[config.mk]
export PLATFORM = sky130hd
export DESIGN_NAME = givens_matrix_store
export DESIGN_NICKNAME = d
export VERILOG_FILES = /design/src/rtl/givens_matrix_store_pkg.sv /design/src/rtl/givens_matrix_store_bram_sp.sv /design/src/rtl/givens_matrix_store.sv
export SDC_FILE = /design/constraint.sdc
export NUM_CORES = 1
export LEC_CHECK = 0
export ABC_AREA = 1
export CAP_MARGIN = 30
export CORE_UTILIZATION = 23
export CTS_BUF_LIST = sky130_fd_sc_hd__clkbuf_4 sky130_fd_sc_hd__clkbuf_8
export DETAILED_ROUTE_END_ITERATION = 10
export GPL_TIMING_DRIVEN = 0
export HOLD_SLACK_MARGIN = 0.15
export SETUP_SLACK_MARGIN = 0.2
export SLEW_MARGIN = 10
export SYNTH_ARGS = -nofsm -noshare
export SYNTH_HDL_FRONTEND = slang
export SYNTH_SLANG_ARGS = --single-unit
[constraint.sdc]
create_clock -name clk -period 3.1 [get_ports clk]
set_clock_uncertainty 0.05 [all_clocks]
set_input_delay 0.465 -clock clk [delete_from_list [all_inputs] [get_ports clk]]
set_output_delay 0.465 -clock clk [all_outputs]
set_load 0.005 [all_outputs]
[src/rtl/givens_matrix_store_pkg.sv]
// Shared command/state types and default Q-format for the Givens matrix store.
// Imported by the store top and its RAM.
package givens_matrix_store_pkg;

  typedef enum logic [1:0] {
    OP_WRITE = 2'd0,
    OP_READ  = 2'd1,
    OP_BUILD = 2'd2,
    OP_CLEAR = 2'd3
  } givens_op_e;

  typedef enum logic {
    ST_IDLE = 1'b0,
    ST_FILL = 1'b1
  } fill_state_e;

  localparam int DEF_DATA_W = 32;
  localparam int DEF_FRAC_W = 16;

endpackage

[src/rtl/givens_matrix_store_bram_sp.sv]
// Inferred single-port RAM with read-first data path and an optional
// output register stage, matching a registered-output block RAM.
module givens_bram_sp
  import givens_matrix_store_pkg::*;
#(
  parameter int DEPTH    = 16,
  parameter int DATA_W   = DEF_DATA_W,
  parameter int READ_LAT = 2,
  localparam int AW      = $clog2(DEPTH)
) (
  input  logic              clk,
  input  logic              we,
  input  logic [AW-1:0]     addr,
  input  logic [DATA_W-1:0] wdata,
  output logic [DATA_W-1:0] rdata
);

  logic [DATA_W-1:0] mem [DEPTH];
  logic [DATA_W-1:0] q1;

  always_ff @(posedge clk) begin
    if (we) mem[addr] <= wdata;
    q1 <= mem[addr];
  end

  if (READ_LAT > 1) begin : g_oreg
    logic [DATA_W-1:0] q2;
    always_ff @(posedge clk) q2 <= q1;
    assign rdata = q2;
  end else begin : g_noreg
    assign rdata = q1;
  end

endmodule

[src/rtl/givens_matrix_store.sv]
// DIM x DIM Givens rotation matrix held in a single-port RAM, with a
// self-sequencing fill engine (BUILD/CLEAR), word writes and pipelined reads.
module givens_matrix_store
  import givens_matrix_store_pkg::*;
#(
  parameter int DIM      = 4,
  parameter int DATA_W   = DEF_DATA_W,
  parameter int FRAC_W   = DEF_FRAC_W,
  parameter int READ_LAT = 2,
  localparam int DEPTH   = DIM * DIM,
  localparam int AW      = $clog2(DEPTH),
  localparam int IW      = $clog2(DIM)
) (
  input  logic              clk,
  input  logic              rst,
  input  logic              cmd_valid,
  output logic              cmd_ready,
  input  logic [1:0]        cmd_op,
  input  logic [AW-1:0]     cmd_addr,
  input  logic [DATA_W-1:0] cmd_wdata,
  input  logic [IW-1:0]     rot_p,
  input  logic [IW-1:0]     rot_q,
  input  logic [DATA_W-1:0] rot_cos,
  input  logic [DATA_W-1:0] rot_sin,
  output logic              rd_valid,
  output logic [DATA_W-1:0] rd_data,
  output logic              busy,
  output logic              done,
  output logic              err
);

  localparam logic [DATA_W-1:0] ONE_FX  = DATA_W'(1) << FRAC_W;
  localparam logic [AW-1:0]     LAST    = AW'(DEPTH - 1);
  localparam logic [IW-1:0]     LAST_IX = IW'(DIM - 1);
  localparam logic [AW:0]       DEPTH_W = (AW+1)'(DEPTH);

  fill_state_e       state, state_nxt;
  givens_op_e        op;
  logic              accept, last, in_range;
  logic              wr_acc, rd_acc, fill_acc, bad;
  logic              fill_build, ram_we;
  logic [IW-1:0]     p, q, row, col;
  logic [AW-1:0]     cnt, ram_addr;
  logic [DATA_W-1:0] cos_q, sin_q, fill_word;
  logic [DATA_W-1:0] ram_wdata, ram_q;
  logic [READ_LAT-1:0] vpipe, opipe;

  assign op       = givens_op_e'(cmd_op);
  assign accept   = cmd_valid && cmd_ready;
  assign last     = cnt == LAST;
  assign in_range = {1'b0, cmd_addr} < DEPTH_W;

  assign wr_acc   = accept && op == OP_WRITE;
  assign rd_acc   = accept && op == OP_READ;
  assign fill_acc = accept && (op == OP_CLEAR ||
                    (op == OP_BUILD && rot_p != rot_q));
  assign bad      = accept && ((op == OP_BUILD && rot_p == rot_q) ||
                    ((wr_acc || rd_acc) && !in_range));

  always_ff @(posedge clk or posedge rst) begin
    if (rst) state <= ST_IDLE;
    else     state <= state_nxt;
  end

  always_comb begin
    state_nxt = state;
    unique case (state)
      ST_IDLE: if (fill_acc) state_nxt = ST_FILL;
      ST_FILL: if (last)     state_nxt = ST_IDLE;
    endcase
  end

  always_comb begin
    cmd_ready = state == ST_IDLE;
    busy      = state == ST_FILL;
  end

  // row/col walk alongside cnt so no divider is needed
  always_ff @(posedge clk or posedge rst) begin
    if (rst) begin
      cnt        <= '0;
      row        <= '0;
      col        <= '0;
      fill_build <= 1'b0;
      p          <= '0;
      q          <= '0;
      cos_q      <= '0;
      sin_q      <= '0;
      done       <= 1'b0;
      err        <= 1'b0;
    end else begin
      done <= busy && last;
      err  <= bad;
      if (fill_acc) begin
        cnt        <= '0;
        row        <= '0;
        col        <= '0;
        fill_build <= op == OP_BUILD;
        p          <= rot_p;
        q          <= rot_q;
        cos_q      <= rot_cos;
        sin_q      <= rot_sin;
      end else if (busy) begin
        cnt <= cnt + 1'b1;
        if (col == LAST_IX) begin
          col <= '0;
          row <= row + 1'b1;
        end else begin
          col <= col + 1'b1;
        end
      end
    end
  end

  always_comb begin
    fill_word = (row == col) ? ONE_FX : '0;
    if (fill_build) begin
      unique case (1'b1)
        (row == p && col == p),
        (row == q && col == q): fill_word = cos_q;
        (row == p && col == q): fill_word = -sin_q;
        (row == q && col == p): fill_word = sin_q;
        default: ;
      endcase
    end
  end

  assign ram_we    = busy || (wr_acc && in_range);
  assign ram_addr  = busy ? cnt : cmd_addr;
  assign ram_wdata = busy ? fill_word : cmd_wdata;

  givens_bram_sp #(
    .DEPTH    (DEPTH),
    .DATA_W   (DATA_W),
    .READ_LAT (READ_LAT)
  ) u_ram (
    .clk   (clk),
    .we    (ram_we),
    .addr  (ram_addr),
    .wdata (ram_wdata),
    .rdata (ram_q)
  );

  // opipe marks out-of-range reads so their data is forced to zero
  always_ff @(posedge clk or posedge rst) begin
    if (rst) begin
      vpipe <= '0;
      opipe <= '0;
    end else begin
      vpipe <= (vpipe << 1) | READ_LAT'(rd_acc);
      opipe <= (opipe << 1) | READ_LAT'(rd_acc && !in_range);
    end
  end

  assign rd_valid = vpipe[READ_LAT-1];
  assign rd_data  = (rd_valid && !opipe[READ_LAT-1]) ? ram_q : '0;

endmodule

==> reports/qor.txt, run 1 <==
Outcome - complete, but fails checks
Violated checks - antenna rules
Post-synth top area cell - edfxtp_1
Fill count - 11500
CP required - 3.44 ns
Int Power - 20.4 mW
Initial antenna violation count - 2
Avg WL per Cell - 19.4 um
Main area contributors after synthesis - edfxtp_1 (59%), nand2_1 (16%), dfrtp_1 (7.9%)
Worst-path cell chain - inv_1 > ha_1 > nand2_1 > nor2_1 > nand2_1 > o21ai_0 > nand3_1 > nand2_1 > nand2_1 > nand2_1
Die height - 338 um
Clk buf depth - 3
Slowest CP cell - nand2_1
Share of post-route cells with drive strength above 1 - 13.2%
Gpl congestion - 0.891
Worst skew pair latency - 0.74 ns
Most frequent cells in the layout - nand2_1 (1064), edfxtp_1 (512), nand4_1 (165)
GR Overflow Total - 0
Placed Cells incl. Taps - 4018
Clock slew at reported path FFs - 0.06 ns
Min Clock Period, post-route - 2.79 ns
Nets@finish - 2774
Fin. Hold Viols - 0
Rel. slew slack - 29.4%
Syn_nets - 2478
Via density - 4.41
Critical Path Source Type - flop
First-pass GRT wire length - 118000 um
Area of the die - 114000 um2
Largest net degree at the start of global routing - 60
Fmax - 358 MHz
Finished Layout Cells - 4243
Placed Instance Area - 29800 um2
Slew @ Worst Pin - 1.06 ns
PnR Total Power - 33.8 mW
H-tree depth - 3
Leakage - 12.2 nW
Clock share of power - 23.4%
Flops & latches, synth - 658
Slew Limit Fails - 0
Sequential area share after synthesis - 72.0%
Synthesis-to-layout area growth - 25.3%
Yosys top cell area share - 59.1%
DIE WIDTH - 338 um
Vias in the first global route - 17700
Tcrit/Tclk final - 90.1%
DRC - 0
Synth Instances - 2366
Final WL - 82200 um
Worst Path Arrival - 3.14 ns
Switching Power - 13.3 mW
Most used cell, CP - nand2_1
Routed vias - 18700
Initial Utilization - 23.3%
Critical path class - reg -> reg
CP Max Fanout - 16
Leading cell type in the layout, fill and taps excluded - nand2_1
Post-route antenna net violation count - 1
Num Clock Sinks - 658
Power density over the cells - 1040 nW/um2
Max-cap viol count - 0
Syn Area/Cell - 11.0 um2
Reg power frac - 39.8%
Synthesized cell area - 26000 um2
Worst Setup End Kind - flop
Num CTS Buffers - 101
Switching Fraction - 39.5%
DRT iter0 DRCs - 1849
Synth warnings - 0
TritonCTS clock tree - done
Design Area, Final - 32600 um2
VDD IR max - 553 uV
GRT Overall Usage - 14.0%
Unique masters post-synth - 33
Combinational Power Share - 36.8%
Core area - 111000 um2
Unrepaired setup endpoints after global routing - false
Max stage delay on crit path - 0.53 ns
Rows - 122
Boundary Pins - 146
Port bufs - 145
Worst Hold Class - in -> reg
Post-DP HPWL - 54900 um
Setup violations, final - 0
1st-pass router iterations - 7
Clock root buffer - clkbuf_8
==> kinds of logic (layout without fill, tap and decap cells) <==
family | after synthesis | after routing | synth area share, %
AOI/OAI and AO/OA | 92 | 92 | 1.90
xor gates and xnor gates | 6 | 6 | 0.202
buffers and inverters | 196 | 578 | 3.48
other | 0 | 6 | 0
and+or+nand+nor | 1411 | 1412 | 22.3
DFF | 658 | 658 | 72.0
adders and majority gates | 3 | 3 | 0.144
==> worst paths after layout <==
path	cells past startpoint	endpoint	from	slack (ns)
max	10	u_ram.mem[14][18]	sin_q[0]	0.31
min	3	cos_q[28]	rot_cos[28]	0.25
max reg2reg	10	u_ram.mem[14][18]	sin_q[0]	0.31
min reg2reg	0	u_ram.rdata[14]	u_ram.q1[14]	0.27
max in group asynchronous	4	sin_q[25]	rst	1.71
min in group asynchronous	3	err	rst	0.64
==> state kept, by name (all words and copies together), names as in the netlist <==
signal,count
row,2
u_ram.mem,512
q,2
cnt,4
done,1
sin_q,32
p,2
vpipe,2
col,2
fill_build,1
u_ram.rdata,32
err,1
cos_q,32
busy,1
u_ram.q1,32
==> critical path: cells and delay by family, from the launching register on <==
family / cells / cell delay (ns)
simple gates: 7 / 1.42
compound gates: 1 / 0.23
buf+inv: 1 / 0.10
fa+ha+maj: 1 / 0.29
flops: 1 / 0.39
==> stage by stage <==
| step | hold slack [ns] | setup slack (ns) | setup TNS, ns | utilization (%) |
|---|---|---|---|---|
| 6_report | 0.249 | 0.305 | 0 | 29.2 |
| 4_1_cts | 0.190 | 0.200 | 0 | 29.2 |
| 3_3_place_gp | 0.262 | -2.73 | -1297.01 | 26.3 |
| 3_5_place_dp | 0.262 | -0.599 | -223.46 | 26.8 |
| 5_1_grt | 0.223 | 0.199 | 0 | 29.2 |
| 2_1_floorplan | 0.260 | -0.00334 | -0.603 | - |
==> layer usage <==
metal	vias up	wire length (um)	track usage [%]	part of all wire, %
met2	882	36800	21.7	45
met3	124	8210	4.18	10
met1	9079	35500	19.0	43
met5	-	0	0	0
li1	8627	-	-	-
met4	0	1630	3.35	2.0
==> area by class of cell <==
class                   count  area, um2  area share [%]
clock buffers             152       1860            5.71
multi-input cells        1513       6570            20.2
diodes                      6       15.0          0.0461
plain buffers             101        589            1.81
well taps                1488       1860            5.72
clock inverters            38        375            1.15
inverters                  95        359            1.10
repair buffers            192       2230            6.86
flip-flops and latches    658      18700            57.4
==> synthesized netlist by cell type <==
cell	number
a211oi_1	1
o31ai_1	1
dfrtp_1	82
nor3_1	4
ha_1	3
nand2_1	1079
and2_1	1
xnor2_1	3
clkinv_1	1
o21ai_0	55
clkbuf_1	20
o2bb2ai_1	1
o211ai_1	6
a21o_1	1
nand3_1	48
nand2_2	4
inv_2	7
buf_1	1
o22ai_1	1
xor2_1	3
inv_1	87
buf_4	20
nand4_1	165
o221ai_1	1
or2_2	1
o21bai_1	1
a21oi_1	24
nor2_4	2
nor2_1	107
buf_6	3
dfxtp_1	64
edfxtp_1	512
buf_2	57
==> timing repair <==
| action | CTS | global route |
|---|---|---|
| hold endpoints to repair | 23 | 0 |
| gates resized for setup | 20 | 19 |
| setup buffers | 26 | 1 |
| cloned | 1 | 0 |
| setup endpoints to repair | 572 | 288 |
| hold buffers | 1 | 0 |
| pin swaps | 16 | 1 |
==> power by group through the flow <==
stage	Sequential, mW	Clock (mW)	Combinational (mW)
2_1_floorplan	13.3	0	6.93
6_report	13.4	7.90	12.4
3_5_place_dp	13.6	0	12.0
3_3_place_gp	13.7	0	11.4
4_1_cts	13.4	8.00	12.3
5_1_grt	13.6	8.38	13.5
(Power assumes the default switching activity.)
==> run 2: changes to the inputs <==
--- a/config.mk
+++ b/config.mk
@@ -16,4 +16,5 @@
 export SLEW_MARGIN = 10
 export SYNTH_ARGS = -nofsm -noshare
 export SYNTH_HDL_FRONTEND = slang
+export SYNTH_HIERARCHICAL = 1
 export SYNTH_SLANG_ARGS = --single-unit
==> constraint.sdc (replaced) <==
create_clock -name clk -period 2.43 [get_ports clk]
set_clock_uncertainty 0.05 [all_clocks]
set_input_delay 0.3645 -clock clk [delete_from_list [all_inputs] [get_ports clk]]
set_output_delay 0.3645 -clock clk [all_outputs]
set_load 0.005 [all_outputs]
==> run 2 against run 1 <==
  * Die area is 9.1% higher
  * Sequential share of layout area is 11 points lower
  * Global-route usage grew 1.0 points
  * Largest power group is now combinational cells
  * Worst setup slack lost 0.37 ns
  * Clock power is 28% higher
  * Critical path type unchanged
  * The run ends with setup timing left
  * Core utilization rose by 4.1 points
==> reports/qor.txt, run 2 <==
Slew Limit Fails - 0 (unchanged)
Num CTS Buffers - 105 (+4.0%)
Num Clock Sinks - 658 (unchanged)
R2R Setup Slk - -0.06 ns (-0.37 ns)
Syn Area/Cell - 9.37 um2 (-15%)
Port bufs - 145 (unchanged)
Area of the die - 125000 um2 (+9.1%)
CP required - 2.82 ns (-0.62 ns)
Main area contributors after synthesis - edfxtp_1 (54%), nand2_1 (24%), dfrtp_1 (7.2%)
Int Power - 32.7 mW (+60%)
Combinational Power Share - 51.1% (+14 points)
Crit path buf inv count - 11 (+10)
Post-DP HPWL - 60400 um (+9.9%)
Max-cap viol count - 0 (unchanged)
Slowest CP cell - dfrtp_2
Fin. Hold Viols - 0 (unchanged)
Leading cell type in the layout, fill and taps excluded - nand2_1
Worst Setup End Kind - flop
TritonCTS clock tree - done
Synthesis-to-layout area growth - 43.5%
Crit path max-delay family - buffers and inverters
Sequential area share after synthesis - 65.9% (-6.0 points)
Synth Instances - 3028 (+28%)
Most frequent cells in the layout - nand2_1 (1535), edfxtp_1 (512), nand2_2 (175)
Setup violations, final - 60 (+60)
1st-pass router iterations - 6 (-1)
Avg WL per Cell - 19.6 um (+1.3%)
Min-delay src - rot_sin[7]
Rel. slew slack - 51.3% (+22 points)
DRC - 0 (unchanged)
Initial antenna violation count - 5 (+3)
Synthesized cell area - 28400 um2 (+9.2%)
Switching Fraction - 41.7% (+2.2 points)
Slew @ Worst Pin - 0.730 ns (-0.329 ns)
DIE WIDTH - 353 um (+4.5%)
Finished Layout Cells - 5274 (+24%)
Switching Power - 23.4 mW (+75%)
Most frequent cell after synthesis - nand2_1
Post-route antenna net violation count - 0 (-1)
Clk buf depth - 3 (unchanged)
Power density over the cells - 1380 nW/um2 (+33%)
Worst-path cell chain - buf_6 > buf_8 > nand2_4 > nand2_4 > buf_8 > inv_8 > buf_12 > buf_12 > nand3_4 > buf_12 > buf_6 > nor2_4 > buf_12 > buf_12 > buf_16
Nets@finish - 3667 (+32%)
Syn_nets - 3140 (+27%)
Unrepaired setup endpoints after global routing - true
Violated checks - setup timing
Clock root buffer - clkbuf_8
Flops & latches, synth - 658 (unchanged)
Vias in the first global route - 21000 (+19%)
Worst skew pair latency - 0.78 ns (+0.04 ns)
PnR Total Power - 56.1 mW (+66%)
Gpl congestion - 0.862 (-3.3%)
Critical path class - reg -> reg
Critical Path Source Type - flop
Worst Path Arrival - 2.88 ns (-0.26 ns)
R2r worst-path depth - 15 (+5)
CP Max Fanout - 8 (-8)
Post-synth top flop - edfxtp_1
Reg power frac - 30.8% (-9.0 points)
Core area - 122000 um2 (+9.5%)
Number of flip-flops in the largest register - 512 (unchanged)
Yosys top cell area share - 54.2% (-5.0 points)
Commonest cells in the netlist - nand2_1 (1803), edfxtp_1 (512), inv_1 (149), nor2_1 (97), dfrtp_1 (82)
Most used cell, CP - buf_12
First-pass GRT wire length - 138000 um (+16%)
Initial Utilization - 23.3% (-0.073 points)
Rows - 128 (+4.9%)
Placed Cells incl. Taps - 4817 (+20%)
Leakage - 17.8 nW (+46%)
Final WL - 103000 um (+26%)
Post-synth top area cell - edfxtp_1
Worst Slack Setup Final - -0.0627 ns (-0.368 ns)
Via density - 4.40 (-0.20%)
Synth warnings - 6 (+6)
Tcrit/Tclk final - 103% (+12 points)
Fmax - 401 MHz (+12%)
H-tree depth - 3 (unchanged)
Async SR Flop Fraction - 12.5% (unchanged)
Share of post-route cells with drive strength above 1 - 26.4% (+13 points)
GR Overflow Total - 0 (unchanged)
DRT iter0 DRCs - 2454 (+33%)
Outcome - complete, but fails checks
Cells on Worst Hold Path - 3 (unchanged)
Die height - 353 um (+4.5%)
Boundary Pins - 146 (unchanged)
Top reg by flops - u_ram/mem
Worst Hold Class - in -> reg
Clock share of power - 18.1% (-5.3 points)
Count of flip-flops with a built-in enable after synthesis - 512 (unchanged)
Unique masters post-synth - 41 (+24%)
RR Startpoint - busy
GRT Overall Usage - 15.0% (+1.0 points)
Largest net degree at the start of global routing - 29 (-52%)
Routed vias - 23200 (+24%)
Worst hold endpoint - sin_q[7]
FF-to-FF End - u_ram/mem[10][23]
Clock slew at reported path FFs - 0.06 ns (about the same)
Min Clock Period, post-route - 2.49 ns (-0.302 ns)
VDD IR max - 852 uV (+54%)
Max stage delay on crit path - 0.46 ns (-0.07 ns)
[run 2: cell types whose count changed after synthesis, moves of 6 or more]
cell,delta
buf_2,-7
buf_6,+25
inv_1,+62
nand2_1,+724
nand4_1,-160
nor2_1,-10
nor2_2,+6
o211ai_2,+6
[run 2: tightest hold or removal path: cells and delay by family]
family | cells | cell delay (ns)
AND/OR/NAND/NOR | 1 | 0.08
AO/OA/AOI/OAI | 1 | 0.07
buffers and inverters | 1 | 0.41
[run 2: how the worst max path moves through the flow]
stage                 from                end  slack (ns)  cells after the start
2_1_floorplan         busy   u_ram/mem[10][0]       -0.03                      9
5_1_grt               busy  u_ram/mem[10][23]       -0.09                     15
4_1_cts           sin_q[1]  u_ram/mem[11][10]       0.004                      9
3_3_place_gp   cmd_addr[3]   u_ram/mem[3][15]       -1.59                      7
3_5_place_dp   cmd_addr[3]   u_ram/mem[2][15]       -1.28                      8
6_report              busy  u_ram/mem[10][23]       -0.06                     15
[run 2: kinds of logic (layout without fill, tap and decap cells)]
| logic type | Yosys count | in the layout | share of synthesized area (%) |
|---|---|---|---|
| other | 0 | 4 | 0 |
| buffers and inverters | 289 | 903 | 5.13 |
| XOR/XNOR | 6 | 6 | 0.185 |
| AO/OA/AOI/OAI | 96 | 96 | 1.95 |
| AND/OR/NAND/NOR | 1976 | 1979 | 26.7 |
| adder cells (fa/ha/maj) | 3 | 3 | 0.132 |
| flip-flops | 658 | 658 | 65.9 |
[run 2: per-stage QoR]
stage,setup TNS [ns],instance area (um2),hold WS (ns),setup WS (ns),utilization [%]
after floorplan,-2.30,28600,0.260,-0.0257,-
after global placement,-775.68,32100,0.261,-1.59,26.3
after detailed placement,-601.36,32600,0.262,-1.28,26.7
after CTS,0,38100,0.151,0.00396,31.2
after global routing,-4.06,40700,0.159,-0.0909,33.4
final,-1.32,40700,0.194,-0.0627,33.4
[run 2: repair_timing]
item / CTS / global route
hold buffers: 37 / 0
buffers inserted: 118 / 33
cloned: 30 / 39
pin swaps: 36 / 221
endpoints found under the setup margin: 1124 / 1095
endpoints found under the hold margin: 53 / 0
resized for setup: 377 / 475
[run 2: power groups by stage]
stage               clock [mW]  combinational (mW)  sequential [mW]
floorplan                    0                12.7             16.9
global placement             0                18.7             17.2
detailed placement           0                19.2             17.3
CTS                       10.2                23.0             17.1
global route              10.8                30.5             17.5
finish                    10.1                28.6             17.3
[run 2: per-layer routing]
metal	wire length [um]	share of wire [%]	GRT usage, %
met1	41400	40	19.8
met2	47600	46	23.6
met3	10800	10	3.87
met4	3590	3.5	5.26
met5	0	0	0
[run 2: final cells by class]
class / instances / area, um2
tap: 1625 / 2030
buffer: 130 / 1430
multi-input combinational: 2084 / 9760
sequential: 658 / 18700
inverter: 158 / 639
timing repair buffer: 417 / 5900
antenna: 4 / 10.0
clock inverter: 32 / 269
fill: 12100 / 81300
timing repair inverter: 1 / 7.51
clock buffer: 165 / 1970
